==> src/rtl/fg_cr_writer.sv <==
// Configuration-register write initiator: walks the set bits of an 8-bit mask and
// issues one setup/strobe/hold write per register on the addr/data/wr interface.
module fg_cr_writer #(
  parameter int SETUP_CYCLES  = 2,
  parameter int STROBE_CYCLES = 4,
  parameter int HOLD_CYCLES   = 4,
  parameter int SYNC_STAGES   = 2
) (
  input  logic        clk_i,
  input  logic        rstn_i,
  input  logic        start_i,
  input  logic [63:0] cfg_i,
  input  logic [7:0]  mask_i,
  output logic        busy_o,
  output logic        done_o,
  output logic [7:0]  data_o,
  output logic [2:0]  addr_o,
  output logic        wr_o
);

  localparam int MAXC  = (SETUP_CYCLES > STROBE_CYCLES)
                       ? ((SETUP_CYCLES > HOLD_CYCLES) ? SETUP_CYCLES : HOLD_CYCLES)
                       : ((STROBE_CYCLES > HOLD_CYCLES) ? STROBE_CYCLES : HOLD_CYCLES);
  localparam int CNT_W = (MAXC > 1) ? $clog2(MAXC) : 1;

  if (SETUP_CYCLES < 1) begin : g_bad_setup
    $error("fg_cr_writer: SETUP_CYCLES must be >= 1");
  end
  if (STROBE_CYCLES < SYNC_STAGES + 1) begin : g_bad_strobe
    $error("fg_cr_writer: STROBE_CYCLES must be >= SYNC_STAGES+1");
  end
  if (HOLD_CYCLES < SYNC_STAGES + 1) begin : g_bad_hold
    $error("fg_cr_writer: HOLD_CYCLES must be >= SYNC_STAGES+1");
  end

  typedef enum logic [2:0] {IDLE, SETUP, STROBE, HOLD, DONE} state_t;

  state_t            state_q;
  logic [CNT_W-1:0]  cnt_q;
  logic [63:0]       cfg_q;
  logic [7:0]        rem_q;
  logic              pend_q;
  logic              busy_q;
  logic              done_q;
  logic [7:0]        data_q;
  logic [2:0]        addr_q;
  logic              wr_q;
  logic [2:0]        sel_idx_d;

  // Bits are cleared from rem_q as they are issued, so its lowest set bit is always
  // the next register above the current one.
  always_comb begin
    sel_idx_d = '0;
    for (int i = 7; i >= 0; i--) begin
      if (rem_q[i]) sel_idx_d = 3'(i);
    end
  end

  always_ff @(posedge clk_i or negedge rstn_i) begin
    if (!rstn_i) begin
      state_q <= IDLE;
      cnt_q   <= '0;
      cfg_q   <= '0;
      rem_q   <= '0;
      pend_q  <= 1'b0;
      busy_q  <= 1'b0;
      done_q  <= 1'b0;
      data_q  <= '0;
      addr_q  <= '0;
      wr_q    <= 1'b0;
    end else begin
      case (state_q)
        IDLE: begin
          done_q <= 1'b0;
          if (pend_q) begin
            pend_q <= 1'b0;
            if (|rem_q) begin
              addr_q         <= sel_idx_d;
              data_q         <= cfg_q[{~sel_idx_d, 3'b000} +: 8];
              rem_q[sel_idx_d] <= 1'b0;
              busy_q         <= 1'b1;
              cnt_q          <= CNT_W'(SETUP_CYCLES - 1);
              state_q        <= SETUP;
            end else begin
              done_q  <= 1'b1;
              state_q <= DONE;
            end
          end else if (start_i) begin
            cfg_q  <= cfg_i;
            rem_q  <= mask_i;
            pend_q <= 1'b1;
          end
        end
        SETUP: begin
          if (cnt_q == '0) begin
            wr_q    <= 1'b1;
            cnt_q   <= CNT_W'(STROBE_CYCLES - 1);
            state_q <= STROBE;
          end else begin
            cnt_q <= cnt_q - 1'b1;
          end
        end
        STROBE: begin
          if (cnt_q == '0) begin
            wr_q    <= 1'b0;
            cnt_q   <= CNT_W'(HOLD_CYCLES - 1);
            state_q <= HOLD;
          end else begin
            cnt_q <= cnt_q - 1'b1;
          end
        end
        HOLD: begin
          if (cnt_q == '0) begin
            if (|rem_q) begin
              addr_q           <= sel_idx_d;
              data_q           <= cfg_q[{~sel_idx_d, 3'b000} +: 8];
              rem_q[sel_idx_d] <= 1'b0;
              cnt_q            <= CNT_W'(SETUP_CYCLES - 1);
              state_q          <= SETUP;
            end else begin
              busy_q  <= 1'b0;
              done_q  <= 1'b1;
              state_q <= DONE;
            end
          end else begin
            cnt_q <= cnt_q - 1'b1;
          end
        end
        DONE: begin
          done_q  <= 1'b0;
          state_q <= IDLE;
        end
        default: state_q <= IDLE;
      endcase
    end
  end

  assign busy_o = busy_q;
  assign done_o = done_q;
  assign data_o = data_q;
  assign addr_o = addr_q;
  assign wr_o   = wr_q;

endmodule

==> config.mk <==
export PLATFORM = sky130hd
export DESIGN_NAME = fg_cr_writer
export DESIGN_NICKNAME = d
export VERILOG_FILES = /design/src/rtl/fg_cr_writer.sv
export SDC_FILE = /design/constraint.sdc
export NUM_CORES = 1
export LEC_CHECK = 0
export BUFFER_PORTS_ARGS = -buffer_cell sky130_fd_sc_hd__buf_2
export CORE_MARGIN = 1
export CORE_UTILIZATION = 59
export DETAILED_ROUTE_END_ITERATION = 8
export PLACE_DENSITY = 0.92
export SETUP_SLACK_MARGIN = 0.1
export SYNTH_ARGS = -nofsm -noshare
export SYNTH_HDL_FRONTEND = slang
export SYNTH_SLANG_ARGS = --single-unit
==> constraint.sdc <==
create_clock -name clk_i -period 3 [get_ports clk_i]
set_input_delay 0.6 -clock clk_i [delete_from_list [all_inputs] [get_ports clk_i]]
set_output_delay 0.6 -clock clk_i [all_outputs]
set_load 0.01 [all_outputs]
==> out/summary.txt, run 1 <==
status - completed
Post-CTS Repair Setup Buffers - 0
vias in the first global route - 3839
nets@finish - 684
synthesized instance count - 535
Final Setup Violations - 0
diode count - 0
Layout area overhead - 16.27%
FP Rows - 31
xor/xnor share of the synthesized area - 0.1947%
Post-Synth Simple-Gate Area - 28.54%
reg-to-reg startpoint - rem_q[1]
Max Slew Vio Count - 0
clk sinks - 92
Fin. Hold Viols - 0
vias - 4145
drt pass-1 iters - 7
Placed Cells - 695
critical path class - reg2reg
Fmax - 399.4 MHz
Max VDD drop - 596.4 uV
HP Class - in2async
Worst-Skew Late Latency - 0.37 ns
CTS Buf Count - 9
Tmin final - 2.504 ns
post-DP HPWL - 8428 um
CP Max Fanout - 22
Critical Path End - data_o[7]
CTS H-Tree Depth - 3
Compound-Gate Fraction of Synth Area - 14.83%
Total Neg Setup Slack - 0 ns
Reg clk slew, reported paths - 0.10 ns
Synth Area in Adders - 0.5563%
first-pass GRT wire length - 18530 um
Initial Util - 61.68%
antenna-violating nets left - 0
fin util - 71.72%
global route total overflow - 0
FFs w/ async S/R, synth - 100.0%
Final Cycle Share - 83.45%
top-count cell post-synth - nand2_1
residual DRC count - 0
CTS Root Cell - clkbuf_8
Mapped Avg Cell Area - 8.408 sq um
slew margin rel. - 40.79%
FF-to-FF setup slack - 0.50 ns
Ys Warns - 0
Post-synth EDFFs - 0
Cell Count, Final, Fillers Out - 711
post-synthesis net count - 612
Critical Path Source - rem_q[1]
Max Clock Skew - 0.008900 ns
Resized cells post-CTS - 0
Synth top cells by count - 219 x nand2_1, 92 x dfrtp_1, 31 x a21oi_1, 26 x nor2_1
register area share after synthesis - 51.18%
initial DRC count - 358
Seq cells post-synth - 92
Synth Flop Type - dfrtp_1
routability congestion estimate - 0.9500
die area - 7977 sq um
largest net degree at the start of global routing - 53
port bufs - 88
WL/cell - 16.51 um
CTS tree - yes
clk buf depth - 2
total track usage - 31.22%
crit start category - flip-flop
WL final - 11740 um
Reg2Reg Depth - 5
Via-to-Cell Ratio - 5.830
RR Endpoint - data_o[7]
leak pwr - 2.575 nW
top cells by area, synth - dfrtp_1 51%, nand2_1 18%, nor4_1 3.5%
Worst-Margin Slew - 0.8800 ns
Arr. time, crit path - 2.76 ns
Cell Area, Synth - 4498 sq um
synth unique cells - 52
WP data required - 3.26 ns
mux contribution to synthesized area - 0.4729%
pre-CTS WS - 0.5350 ns
core box area - 7292 sq um
CP endpoint kind - flip-flop
worst setup margin - 0.4964 ns
MaxCap Viol Count - 0
CTS Hold Bufs - 0
die width - 89.32 um
RSZ-0062 raised after global routing - false
I/O pin count - 89
share of cells above drive strength 1 - 20.42%
Yosys top cell area share - 51.18%
initial antenna violation count - 0
largest family of logic cells by synthesized area - simple AND/OR/NAND/NOR gates
Die Y - 89.32 um
final instance area - 5230 sq um
Placed Area - 4976 sq um
Cell Pwr Density - 1156 nW/um^2
dominant cell type by area after synthesis - dfrtp_1
[layer usage]
metal / vias up / global-route usage, % / part of all wire, %
li1: 1962 / - / -
met1: 1975 / 41.44 / 42
met2: 181 / 49.90 / 49
met3: 27 / 7.756 / 7.1
met4: 0 / 11.69 / 2.4
met5: - / 0 / 0
[cell families (layout without fill, tap and decap cells)]
family          after synthesis  count (layout)
compound gates              100             100
simple gates                295             295
fa+ha+maj                     2               2
xor+xnor                      1               1
mux                           2               2
buf+inv                      43             120
flops                        92              92
[how the worst min path moves through the flow]
stage / slack, ns / end / startpoint
final: 0.25 / rem_q[6] / rstn_i
after global routing: 0.31 / wr_o / rstn_i
after CTS: 0.29 / rem_q[6] / rstn_i
after detailed placement: 0.46 / cfg_q[50] / cfg_q[50]
after global placement: 0.46 / cfg_q[51] / cfg_q[51]
after floorplan: 0.30 / addr_o[0] / rstn_i
[state kept, by name (all words and copies together), names as in the netlist]
| name | flops |
|---|---|
| busy_o | 1 |
| done_o | 1 |
| rem_q | 8 |
| pend_q | 1 |
| addr_o | 3 |
| cnt_q | 2 |
| cfg_q | 64 |
| data_o | 8 |
| state_q | 3 |
| wr_o | 1 |
[cells in the final DEF, fill, tap and decap left out, drive strengths merged, types with 2 or more instances in the layout]
cell,count
nand2,222
a21oi,32
a221o,2
o2bb2ai,6
or2,2
bufinv,3
nor2,26
buf,94
nor4b,2
nor4,25
a31oi,3
a222oi,8
or2b,3
ha,2
a2111oi,6
nand3,2
or4,2
a211oi,2
o31ai,3
nand2b,2
o21ai,26
and3,2
inv,13
dfrtp,92
clkbuf,10
a22o,5
[layout make-up]
class | count | area, sq um
sequential | 92 | 2302
fill | 618 | 2062
multi-input combinational | 400 | 2012
timing repair buffer | 94 | 500.5
clock buffer | 10 | 137.6
tap | 99 | 123.9
clock inverter | 6 | 116.4
inverter | 10 | 37.54
[power by group]
| part | leakage (nW) | internal, mW | switching, mW |
|---|---|---|---|
| combinational | 1.32 | 0.997 | 1.58 |
| clock | 0.128 | 0.586 | 0.473 |
| sequential | 1.13 | 1.81 | 0.595 |
| total | 2.58 | 3.39 | 2.65 |
[critical path: stages, from the launching register on]
cell	delay [ns]
dfrtp_1	0.63
nor4_1	0.83
nand2_2	0.29
a21oi_1	0.23
nor4_1	0.07
a221o_1	0.33
[through the flow]
step | hold slack, ns | power (mW)
2_1_floorplan | 0.3044 | 4.186
3_3_place_gp | 0.4570 | 4.837
3_5_place_dp | 0.4566 | 4.944
4_1_cts | 0.2859 | 6.017
5_1_grt | 0.3055 | 6.463
6_report | 0.2488 | 6.046
Power figures use the tool's default switching activity.
==> run 2, diff against run 1 <==
--- a/config.mk
+++ b/config.mk
@@ -7,9 +7,9 @@
 export LEC_CHECK = 0
 export BUFFER_PORTS_ARGS = -buffer_cell sky130_fd_sc_hd__buf_2
 export CORE_MARGIN = 1
-export CORE_UTILIZATION = 59
+export CORE_UTILIZATION = 55
 export DETAILED_ROUTE_END_ITERATION = 8
-export PLACE_DENSITY = 0.92
+export PLACE_DENSITY = 0.87
 export SETUP_SLACK_MARGIN = 0.1
 export SYNTH_ARGS = -nofsm -noshare
 export SYNTH_HDL_FRONTEND = slang
==> constraint.sdc (replaced) <==
create_clock -name clk_i -period 2.4 [get_ports clk_i]
set_input_delay 0.48 -clock clk_i [delete_from_list [all_inputs] [get_ports clk_i]]
set_output_delay 0.48 -clock clk_i [all_outputs]
set_load 0.01 [all_outputs]
==> run 2 against run 1 <==
Effect of this change: die area grew 7.1%; maximum frequency increased by 15%; worst hold slack got worse by 0.18 ns; largest cell class unchanged; critical path depth fell by 1; sequential share of layout area is 0.30 points lower; critical path type unchanged; highest routed layer unchanged; setup slack worse by 0.27 ns.
==> out/summary.txt, run 2 (synthesis gave the netlist of run 1 again) <==
FP Rows - 32 (was 31)
Initial Util - 57.61% (was 61.68%)
vias - 4137 (was 4145)
routability congestion estimate - 0.9027 (was 0.9500)
leak pwr - 2.595 nW (was 2.575 nW)
clk buf depth - 2 (unchanged)
status - completed (unchanged)
Max VDD drop - 631.8 uV (was 596.4 uV)
Combinational Power Share - 47.2% (was 42.7%)
max reg flops - 64 (unchanged)
critical path class - reg2reg (unchanged)
share of cells above drive strength 1 - 21.74% (was 20.42%)
crit start category - flip-flop (unchanged)
residual DRC count - 0 (unchanged)
CTS tree - yes (unchanged)
die width - 92.44 um (was 89.32 um)
Via-to-Cell Ratio - 5.722 (was 5.830)
CP endpoint kind - flip-flop (unchanged)
Post-CTS Repair Setup Buffers - 0 (unchanged)
Final Cycle Share - 90.69% (was 83.45%)
global route total overflow - 0 (unchanged)
Die Y - 92.44 um (was 89.32 um)
RSZ-0062 raised after global routing - true (was false)
Final Setup Violations - 0 (unchanged)
WL/cell - 16.36 um (was 16.51 um)
initial DRC count - 334 (was 358)
Max Slew Vio Count - 0 (unchanged)
WL final - 11830 um (was 11740 um)
P_sw - 3.354 mW (was 2.652 mW)
Cell Pwr Density - 1401 nW/um^2 (was 1156 nW/um^2)
internal power - 4.024 mW (was 3.394 mW)
Fmax - 459.5 MHz (was 399.4 MHz)
Layout area overhead - 17.08% (was 16.27%)
Reg clk slew, reported paths - 0.10 ns (about the same)
overall power - 7.378 mW (was 6.046 mW)
port bufs - 88 (unchanged)
Worst-Skew Late Latency - 0.37 ns (about the same)
clk sinks - 92 (unchanged)
Max Clock Skew - 0.01567 ns (was 0.008900 ns)
drt pass-1 iters - 5 (was 7)
WP data required - 2.66 ns (was 3.26 ns)
antenna-violating nets left - 0 (unchanged)
vias in the first global route - 3924 (was 3839)
CP Max Fanout - 13 (was 22)
Largest Register - cfg_q (unchanged)
HP Class - in2async (unchanged)
die area - 8544 sq um (was 7977 sq um)
Worst-Margin Slew - 0.7544 ns (was 0.8800 ns)
post-DP HPWL - 8605 um (was 8428 um)
commonest cells after routing, fill and taps aside - 219 x nand2_1, 92 x dfrtp_1, 87 x buf_2, 31 x a21oi_1, 26 x nor2_1 (unchanged)
I/O pin count - 89 (unchanged)
core box area - 7807 sq um (was 7292 sq um)
CTS Root Cell - clkbuf_8 (unchanged)
Total Neg Setup Slack - 0 ns (unchanged)
Fin. Hold Viols - 0 (unchanged)
first-pass GRT wire length - 19400 um (was 18530 um)
switching share of power - 45.46% (was 43.86%)
diode count - 0 (unchanged)
largest net degree at the start of global routing - 43 (was 53)
initial antenna violation count - 0 (unchanged)
most common cell after layout, fill and taps aside - nand2_1 (unchanged)
CTS Buf Count - 9 (unchanged)
MaxCap Viol Count - 0 (unchanged)
Clk pwr share - 13.8% (was 17.5%)
Arr. time, crit path - 2.44 ns (was 2.76 ns)
nets@finish - 693 (was 684)
Tmin final - 2.176 ns (was 2.504 ns)
Flop pwr share - 38.9% (was 39.8%)
slew margin rel. - 49.28% (was 40.79%)
total track usage - 29.34% (was 31.22%)
CTS H-Tree Depth - 3 (unchanged)
[run 2: changes by cell type in the layout (fill, tap and decap cells not counted), moves of 2 or more]
cell / before / now
buf_4: 6 / 14
inv_8: 0 / 2
a2111oi_0: 6 / 2
bufinv_16: 3 / 0
a2111oi_1: 0 / 3
[run 2: repair_timing]
action,4_1_cts,5_1_grt
endpoints found under the setup margin,1,43
resized for setup,1,5
hold buffers,0,0
[run 2: metrics by stage]
| stage | util, % | hold WS [ns] | cell area (sq um) | setup slack (ns) | std cells |
|---|---|---|---|---|---|
| 2_1_floorplan | - | 0.1844 | 4498 | 0.5015 | 535 |
| 3_3_place_gp | 64.81 | 0.4514 | 5060 | 0.1728 | 707 |
| 3_5_place_dp | 64.81 | 0.4582 | 5060 | 0.06476 | 707 |
| 4_1_cts | 67.24 | 0.09618 | 5250 | 0.1573 | 723 |
| 5_1_grt | 67.45 | 0.1030 | 5266 | 0.08271 | 723 |
| 6_report | 67.45 | 0.07145 | 5266 | 0.2235 | 723 |
[run 2: worst max-delay path, stage by stage, from the launching register on]
cell and delay [ns]:
dfrtp_1 0.55, or4_1 0.62, or2_4 0.35, nand2_4 0.18
mux2_2 0.36
[run 2: power groups by stage]
stage                     registers (mW)  logic (mW)  clock network, mW
final                               2.87        3.49               1.02
after global placement              2.85        3.28                  0
after global routing                2.96        3.87               1.10
after CTS                           2.86        3.43               1.03
after detailed placement            2.88        3.41                  0
after floorplan                     2.68        2.55                  0
[run 2: final cells by class]
class / count / area [sq um]
tap: 102 / 127.6
multi-input combinational: 400 / 2029
timing repair buffer: 103 / 580.6
clock inverter: 7 / 65.06
sequential: 92 / 2302
clock buffer: 9 / 123.9
fill: 657 / 2541
inverter: 10 / 37.54
[run 2: final timing paths]
check | startpoint | endpoint | slack, ns | cells past startpoint
max | rem_q[4] | addr_o[0] | 0.22 | 4
min | rstn_i | state_q[1] | 0.07 | 1
max reg2reg | rem_q[4] | addr_o[0] | 0.22 | 4
min reg2reg | cfg_q[15] | cfg_q[15] | 0.48 | 2
max in group asynchronous | rstn_i | cfg_q[23] | 1.67 | 2
min in group clk_i | cfg_i[5] | cfg_q[5] | 0.29 | 3
[run 2: metal layers]
metal | up-vias | share of wire [%] | track usage (%)
li1 | 1981 | - | -
met1 | 1937 | 42 | 38.80
met2 | 179 | 48 | 46.73
met3 | 40 | 6.3 | 5.090
met4 | 0 | 4.1 | 14.45
met5 | - | 0 | 0
==> run 3, diff against run 2 <==
--- a/config.mk
+++ b/config.mk
@@ -9,6 +9,8 @@
 export CORE_MARGIN = 1
 export CORE_UTILIZATION = 55
 export DETAILED_ROUTE_END_ITERATION = 8
+export GPL_TIMING_DRIVEN = 0
+export MAX_ROUTING_LAYER = met4
 export PLACE_DENSITY = 0.87
 export SETUP_SLACK_MARGIN = 0.1
 export SYNTH_ARGS = -nofsm -noshare
==> run 3 against run 2 <==
Effect of this change: sequential share of layout area decreased by 0.81 points; power increased by 2.7%; critical endpoint is now data_o[0]; die area unchanged; register-to-register slack got worse by 0.03 ns; clock power about the same; combinational power increased by 6.9%; via count increased by 4.5%; wire length increased by 7.0%.
==> out/summary.txt, run 3 (synthesis gave the netlist of run 1 again) <==
status - completed (unchanged)
CTS Root Cell - clkbuf_8 (unchanged)
Final Cycle Share - 91.98% (was 90.69%)
Worst-Margin Slew - 0.7462 ns (was 0.7544 ns)
filler instances - 651 (was 657)
routability congestion estimate - 0.9775 (was 0.9027)
register area - 2302 sq um (unchanged)
Layout area overhead - 19.28% (was 17.08%)
commonest cells after routing, fill and taps aside - 219 x nand2_1, 92 x dfrtp_1, 91 x buf_2, 31 x a21oi_1, 26 x nor2_1 (was 219 x nand2_1, 92 x dfrtp_1, 87 x buf_2, 31 x a21oi_1, 26 x nor2_1)
slew margin rel. - 50.26% (was 49.28%)
Via-to-Cell Ratio - 5.812 (was 5.722)
MaxCap Viol Count - 0 (unchanged)
die area - 8544 sq um (unchanged)
WP data required - 2.65 ns (was 2.66 ns)
crit start category - flip-flop (unchanged)
Largest Register - cfg_q (unchanged)
delay-heaviest family, CP - compound AO/OA/AOI/OAI gates (was simple AND/OR/NAND/NOR gates)
I/O pin count - 89 (unchanged)
HP Class - in2async (unchanged)
largest net degree at the start of global routing - 55 (was 43)
Critical Path End - data_o[0] (was addr_o[0])
Max Clock Skew - 0.007951 ns (was 0.01567 ns)
max reg flops - 64 (unchanged)
fin util - 68.72% (was 67.45%)
share of cells above drive strength 1 - 21.34% (was 21.74%)
post-DP HPWL - 9069 um (was 8605 um)
WL final - 12660 um (was 11830 um)
CP Max Fanout - 10 (was 13)
Critical Path Source - rem_q[4] (unchanged)
buffers and inverters on the worst path - 2 (was 0)
clk sinks - 92 (unchanged)
WP depth - 6 (was 4)
Final Setup Violations - 0 (unchanged)
first-pass GRT wire length - 20310 um (was 19400 um)
Tmin final - 2.207 ns (was 2.176 ns)
Arr. time, crit path - 2.45 ns (was 2.44 ns)
diode count - 0 (unchanged)
antenna-violating nets left - 0 (unchanged)
most common cell after layout, fill and taps aside - nand2_1 (unchanged)
reg-to-reg startpoint - rem_q[4] (unchanged)
Initial Util - 57.61% (unchanged)
drt pass-1 iters - 5 (unchanged)
Fmax - 453.0 MHz (was 459.5 MHz)
slowest stage delay, CP - 0.51 ns (was 0.62 ns)
nets@finish - 714 (was 693)
crit path cell chain - buf_2 > clkbuf_1 > a222oi_1 > nor2_1 > a2111oi_2 > o2bb2ai_1 (was or4_1 > or2_4 > nand2_4 > mux2_2)
slowest cell on the critical path - a2111oi_2 (was or4_1)
port bufs - 88 (unchanged)
Reg clk slew, reported paths - 0.09 ns (was 0.10 ns)
leak pwr - 2.622 nW (was 2.595 nW)
residual DRC count - 0 (unchanged)
FP Rows - 32 (unchanged)
FF-to-FF setup slack - 0.19 ns (was 0.22 ns)
clk buf depth - 2 (unchanged)
Die Y - 92.44 um (unchanged)
Fin. Hold Viols - 0 (unchanged)
Cell Pwr Density - 1413 nW/um^2 (was 1401 nW/um^2)
Reg2Reg Depth - 6 (was 4)
Worst-Skew Late Latency - 0.37 ns (about the same)
Placed Cells - 726 (was 707)
CTS tree - yes (unchanged)
critical path class - reg2reg (unchanged)
initial DRC count - 333 (was 334)
global route total overflow - 0 (unchanged)
vias - 4324 (was 4137)
total track usage - 32.03% (was 29.34%)
CP endpoint kind - flip-flop (unchanged)
die width - 92.44 um (unchanged)
CTS Buf Count - 9 (unchanged)
initial antenna violation count - 0 (unchanged)
area occupied by multi-input gates - 2077 sq um (was 2029 sq um)
CTS H-Tree Depth - 3 (unchanged)
Cell Count, Final, Fillers Out - 744 (was 723)
core box area - 7807 sq um (unchanged)
vias in the first global route - 4084 (was 3924)
Max Slew Vio Count - 0 (unchanged)
RR Endpoint - data_o[0] (was addr_o[0])
RSZ-0062 raised after global routing - false (was true)
Max VDD drop - 775.7 uV (was 631.8 uV)
WL/cell - 17.01 um (was 16.36 um)
CTS Hold Bufs - 0 (unchanged)
==> run 3: cell types whose count changed in the layout (fill, tap and decap cells not counted), sizes merged <==
cell and delta:
inv -2, buf -5, clkbuf +27, a21oi +1
==> run 3: worst min-delay path by stage <==
| stage | start | to | slack, ns | cells past startpoint |
|---|---|---|---|---|
| after floorplan | rstn_i | addr_o[0] | 0.18 | 0 |
| after global placement | cfg_q[49] | cfg_q[49] | 0.45 | 2 |
| after detailed placement | cfg_q[8] | cfg_q[8] | 0.46 | 2 |
| after CTS | rstn_i | data_o[5] | 0.1 | 1 |
| after global routing | rstn_i | cnt_q[1] | 0.12 | 1 |
| final | rstn_i | cnt_q[1] | 0.08 | 1 |
==> run 3: metal layers <==
layer / wire, um / vias to the layer above / GRT usage (%)
met5: 0 / - / -
met4: 418 / 0 / 13.80
met3: 962 / 40 / 5.829
met2: 6067 / 204 / 48.77
met1: 5207 / 2057 / 42.34
li1: - / 2023 / -
==> run 3: layout make-up <==
type                       instances  area share [%]
sequential                        92           42.91
multi-input combinational        401           38.71
timing repair buffer              90           8.909
buffer                            33           2.962
clock buffer                      11           2.635
tap                              102           2.379
clock inverter                     5          0.7929
inverter                          10          0.6996
==> run 3: per-stage QoR <==
step / hold slack [ns] / worst slack (ns) / power [mW] / instance area (sq um) / TNS (ns)
global route: 0.1154 / 0.1201 / 8.141 / 5365 / 0
global placement: 0.4526 / -0.09330 / 6.149 / 5066 / -0.09330
detailed placement: 0.4600 / -0.2696 / 6.341 / 5096 / -0.3235
finish: 0.08021 / 0.1926 / 7.580 / 5365 / 0
CTS: 0.09992 / 0.1823 / 7.381 / 5296 / 0
floorplan: 0.1844 / 0.5015 / 5.233 / 4498 / 0
==> run 3: where the power goes <==
group	total [mW]	switching [mW]	internal, mW
Sequential	2.84	0.575	2.27
Combinational	3.73	2.32	1.40
Clock	1.01	0.590	0.419
Total	7.58	3.49	4.09
==> run 3: worst reg2reg max path, cell delays in order, from the launching register on <==
cell       delay, ns
dfrtp_1         0.38
buf_2           0.21
clkbuf_1        0.29
a222oi_1        0.49
nor2_1          0.11
a2111oi_2       0.51
o2bb2ai_1       0.10
==> run 3: timing repair <==
item | CTS | global route
endpoints found under the setup margin | 8 | 54
buffers inserted | 0 | 1
cloned | 0 | 1
gates resized for setup | 6 | 12
pin swaps | 0 | 2
